**src/rtl/ram_arbiter.sv**
```systemverilog
// Shares one single-port, asynchronous-read data RAM between CHANNELS masters.
// Each granted access runs a fixed IDLE -> ACCESS -> RESPOND transaction.
module ram_arbiter #(
    parameter int WIDTH     = 32,
    parameter int CHANNELS  = 4,
    parameter int RAMDEPTH  = 2048,
    parameter bit FIXEDPRIO = 1'b0
) (
    input  logic                      clock,
    input  logic                      reset,
    input  logic [CHANNELS-1:0]       req,
    input  logic [CHANNELS-1:0]       we,
    input  logic [CHANNELS*WIDTH-1:0] addr,
    input  logic [CHANNELS*WIDTH-1:0] wdata,
    output logic [CHANNELS-1:0]       ack,
    output logic                      err,
    output logic [WIDTH-1:0]          rdata,
    output logic [WIDTH-1:0]          ramaddress,
    output logic [WIDTH-1:0]          writeramdata,
    output logic                      writeram,
    input  logic [WIDTH-1:0]          readramdata,
    output logic [1:0]                fsm_state
);
    // Handshake: a master raises req[i] with stable we/addr/wdata and holds it
    // until ack[i] pulses for one cycle; req still high after ack is a new request.

    localparam int IW = (CHANNELS > 1) ? $clog2(CHANNELS) : 1;
    localparam logic [WIDTH:0] LIMIT = (WIDTH + 1)'(4 * RAMDEPTH);

    typedef enum logic [1:0] {
        IDLE    = 2'd0,
        ACCESS  = 2'd1,
        RESPOND = 2'd2
    } state_t;

    state_t state, state_next;

    logic [IW-1:0]    last_grant, grant_idx, win_idx, cand;
    logic             found;
    int               cand_i;
    logic [WIDTH-1:0] sel_addr, sel_wdata;
    logic             sel_we, lat_we, in_range;

    assign fsm_state = state;
    // ramaddress is the latched access address, so the range check reads it directly.
    assign in_range = ({1'b0, ramaddress} < LIMIT);

    always_ff @(posedge clock) begin
        if (reset) state <= IDLE;
        else       state <= state_next;
    end

    always_comb begin
        state_next = state;
        case (state)
            IDLE:    if (|req) state_next = ACCESS;
            ACCESS:  state_next = RESPOND;
            RESPOND: state_next = IDLE;
            default: state_next = IDLE;
        endcase
    end

    always_comb begin
        writeram = 1'b0;
        ack      = '0;
        err      = 1'b0;
        case (state)
            ACCESS:  writeram = lat_we & in_range;
            RESPOND: begin
                ack[win_idx] = 1'b1;
                err          = ~in_range;
            end
            default: ;
        endcase
    end

    // Round-robin starts after the last grant; fixed priority always starts at 0.
    always_comb begin
        grant_idx = '0;
        found     = 1'b0;
        cand_i    = 0;
        cand      = '0;
        for (int i = 0; i < CHANNELS; i++) begin
            if (FIXEDPRIO) cand_i = i;
            else           cand_i = (int'(last_grant) + 1 + i) % CHANNELS;
            cand = IW'(cand_i);
            if (!found && req[cand]) begin
                found     = 1'b1;
                grant_idx = cand;
            end
        end
    end

    always_comb begin
        sel_addr  = '0;
        sel_wdata = '0;
        sel_we    = 1'b0;
        for (int i = 0; i < CHANNELS; i++) begin
            if (grant_idx == IW'(i)) begin
                sel_addr  = addr[i*WIDTH +: WIDTH];
                sel_wdata = wdata[i*WIDTH +: WIDTH];
                sel_we    = we[i];
            end
        end
    end

    always_ff @(posedge clock) begin
        if (reset) begin
            win_idx      <= '0;
            last_grant   <= IW'(CHANNELS - 1);
            lat_we       <= 1'b0;
            ramaddress   <= '0;
            writeramdata <= '0;
            rdata        <= '0;
        end else begin
            if (state == IDLE && |req) begin
                win_idx      <= grant_idx;
                lat_we       <= sel_we;
                ramaddress   <= sel_addr;
                writeramdata <= sel_wdata;
                if (!FIXEDPRIO) last_grant <= grant_idx;
            end
            if (state == ACCESS)
                rdata <= (!lat_we && in_range) ? readramdata : '0;
        end
    end
endmodule

```
**config.mk**
```make
export PLATFORM = sky130hd
export DESIGN_NAME = ram_arbiter
export DESIGN_NICKNAME = d
export VERILOG_FILES = /design/src/rtl/ram_arbiter.sv
export SDC_FILE = /design/constraint.sdc
export NUM_CORES = 1
export LEC_CHECK = 0
export ABC_AREA = 1
export CORE_ASPECT_RATIO = 0.5
export CORE_UTILIZATION = 30
export CTS_CLUSTER_DIAMETER = 50
export DETAILED_ROUTE_END_ITERATION = 10
export PLACE_DENSITY = 0.7
export SYNTH_ARGS = -nofsm -noshare
export SYNTH_HDL_FRONTEND = slang
export SYNTH_SLANG_ARGS = --single-unit
```
**constraint.sdc**
```tcl
create_clock -name clock -period 4.6 [get_ports clock]
set_clock_uncertainty 0.15 [all_clocks]
set_input_delay 0.92 -clock clock [delete_from_list [all_inputs] [get_ports clock]]
set_output_delay 0.92 -clock clock [all_outputs]
set_load 0.1 [all_outputs]
```
==> impl_results.md <==
- Remaining number of nets flagged by the antenna check after routing: 0
- Count of warnings emitted by yosys: 0
- Total power: 7.21 mW
- Number of standard cells after synthesis: 952
- Max-slew violations: 0
- Detailed Route WL: 26200 um
- Worst setup slack before clock tree synthesis: 569 ps
- Final core utilization: 0.545
- Static Leak: 4.07 nW
- Number of synthesized register bits: 103
- Number of global-route vias before repair: 7212
- Slew at the pin with the worst max-slew slack: 1250 ps
- Met1 GRT Util: 0.310
- Placed Area: 9990 um2
- Initial Util: 0.314
- Residual DRC count: 0
- Mean post-synth cell area: 6.23 um2
- Number of cells in the design after placement: 1550
- Count of placed standard cells in the final layout, fillers left out: 1565
- Std cell rows: 35
- Initial antenna violation count: 0
- Type of the tightest min-delay check: flip-flop to flip-flop
- Quantity of gates resized following cts: 0
- Post-CTS repair timing setup buffer count: 0
- Ports: 402
- Inserted Clock Buffers: 9
- Synth Net Count: 1250
- GR met3 Demand/Resource: 0.0518
- Accumulated negative setup slack: 0 ps
- Total setup violations reported at the end of the flow: 0
- Fraction of layout instances using a drive strength above 1: 0.0360
- Cell count of the worst hold path: 2
- Tcrit/Tclk final: 0.806
- Wire length of the first global-routing pass: 39700 um
- Fmax achieved: 0.270 GHz
- Horizontal die dimension: 201 um
- End point of the worst hold path: ramaddress[10]$_SDFFE_PP0P_
- Clock slew at reported path FFs: 70 ps
- Arr. time, crit path: 3830 ps
- Logic depth of the worst register-to-register path: 14
- Power density over the cells: 701 nW/um2
- Vias/cell: 4.90
- Input/output buffers: 401
- Max-cap violations: 0
- R2R setup slack: 1240 ps
- Root cell of the clock tree: clkbuf_16
- Sinks on Clock Net: 103
- Number of enable flip-flop cells after synthesis: 0
- Drt first-iter violations: 579
- Floorplan die height: 101 um
- Number of buffers inserted by hold repair at cts: 0
- Netlist Area Pre-Place: 5930 um2
- Final Hold Vio Count: 0
- Clock tree from TritonCTS: yes
- Average wire per cell in the routed design: 16.8 um
- Origin of the critical flop-to-flop path: last_grant[0]$_SDFFE_PP1P_
- Final HPWL from detailed placement: 19700 um
- Layout overhead on the synthesized area: 73.3%
- GP Congestion: 0.924
- Distinct cell type count after synthesis: 24
- Clock network latency to the later pin of the worst-skew pair: 360 ps
- Maximum buffer depth of the clock tree: 2
- Sequential element share of the synthesized area: 0.347
- Share of synthesized flip-flops with an asynchronous set or reset: 0
- ANT cells: 0
- Worst slew slack as a fraction of its limit: 0.169
- Worst-path fanout max: 39
- CP endpoint kind: flip-flop
- Worst hold start: ramaddress[10]$_SDFFE_PP0P_
- Global route total overflow: 0
- Area of the core: 18900 um2
- Startpoint-to-endpoint class of the critical path: input pin to flip-flop
- Endpoint of the lowest-slack register-to-register path: writeramdata[7]$_SDFFE_PP0P_
- Total GRT Usage: 0.248
- Run status: finished, final reports clean
- Maximum resistive drop on vdd: 0.000271 V
- Layer with the highest usage after global routing: met2
- Worst hold slack: 315 ps
- Clock H-tree levels: 3
- Worst setup slack after layout: 893 ps
- Full die area: 20400 um2
- Critical Path RT: 4720 ps
- Met2 demand-to-capacity share in global routing: 0.426
- DR pass1 iterations: 5
- Via count: 7662
- Post-layout min period: 3710 ps
- Largest net degree at the start of global routing: 70
- Final #Nets: 1600
- RSZ-0062 raised after global routing: false
- Sort of element at the start of the critical path: input pin
- Post-Layout Inst Area: 10300 um2
- Most instantiated flip-flop cell in the synthesis netlist: dfxtp_1
-- cells in the mapped netlist (4+ instances only) --
| master | instances | area share |
|---|---|---|
| a21oi_1 | 101 | 0.085 |
| buf_2 | 9 | 0.0076 |
| buf_4 | 8 | 0.010 |
| buf_6 | 12 | 0.023 |
| clkbuf_1 | 46 | 0.029 |
| dfxtp_1 | 103 | 0.35 |
| inv_1 | 63 | 0.040 |
| nand2_1 | 320 | 0.20 |
| nand3_1 | 108 | 0.091 |
| nand4_1 | 17 | 0.018 |
| nor2_1 | 4 | 0.0025 |
| nor3_1 | 6 | 0.0051 |
| nor4_1 | 6 | 0.0063 |
| o21ai_0 | 102 | 0.086 |
| o21ai_1 | 30 | 0.025 |
-- sequential cells by signal, summed over array words and instances (netlist names) --
register	cells
fsm_state	2
lat_we	1
last_grant	2
win_idx	2
rdata	32
ramaddress	32
writeramdata	32
-- logic make-up (layout without fill, tap and decap cells) --
family          count (synthesis)  count (layout)  synth area share
flops                         103             103             0.347
buf+inv                       141             495             0.111
compound gates                236             236             0.202
simple gates                  472             472             0.339
-- per-layer routing --
metal	wire (um)	up-vias
met2	12600	266
met4	875	0
met3	1490	54
met1	11200	3498
li1	-	3844
met5	0	-
-- worst max-delay path by stage --
stage	startpoint	endpoint	slack [ps]
after floorplan	fsm_state[1]$_SDFFE_PP0P_	ack[0]	220
after global placement	req[3]	ramaddress[14]$_SDFFE_PP0P_	610
after detailed placement	req[3]	ramaddress[29]$_SDFFE_PP0P_	570
after CTS	req[3]	ramaddress[14]$_SDFFE_PP0P_	910
after global routing	req[3]	writeramdata[18]$_SDFFE_PP0P_	670
final	req[3]	ramaddress[14]$_SDFFE_PP0P_	890
-- layout by cell type (no fill, tap or decap), types with 6 or more instances in the layout --
master and count:
dfxtp_1 103, clkbuf_16 9, a21oi_1 101, nand2_1 320, o21ai_1 30, o21ai_0 102
buf_4 14, clkdlybuf4s50_1 398, nand3_1 107, nor4_1 6, inv_1 63, nand4_1 17
-- area by class of cell --
| type | count | area (um2) |
|---|---|---|
| clock inverter | 6 | 70.1 |
| tap | 259 | 324 |
| inverter | 66 | 248 |
| timing repair buffer | 414 | 4110 |
| multi-input combinational | 708 | 3240 |
| sequential | 103 | 2060 |
| clock buffer | 9 | 225 |
| fill | 1826 | 8590 |
-- power breakdown --
part           switching (mW)  internal [mW]
clock network           0.348          0.422
registers               0.188           1.17
logic                    3.72           1.37
-- critical path: stages --
cell	delay, ps
clkdlybuf4s50_1	510
inv_1	80
o21ai_1	210
nand2_1	120
nand2_2	90
nor2_2	40
nand3_1	140
nand3_4	300
nor2_4	670
buf_12	280
nand2_1	70
nand4_1	100
nand2_1	70
a21oi_1	150
No activity file was read; power rests on OpenSTA's default activity.
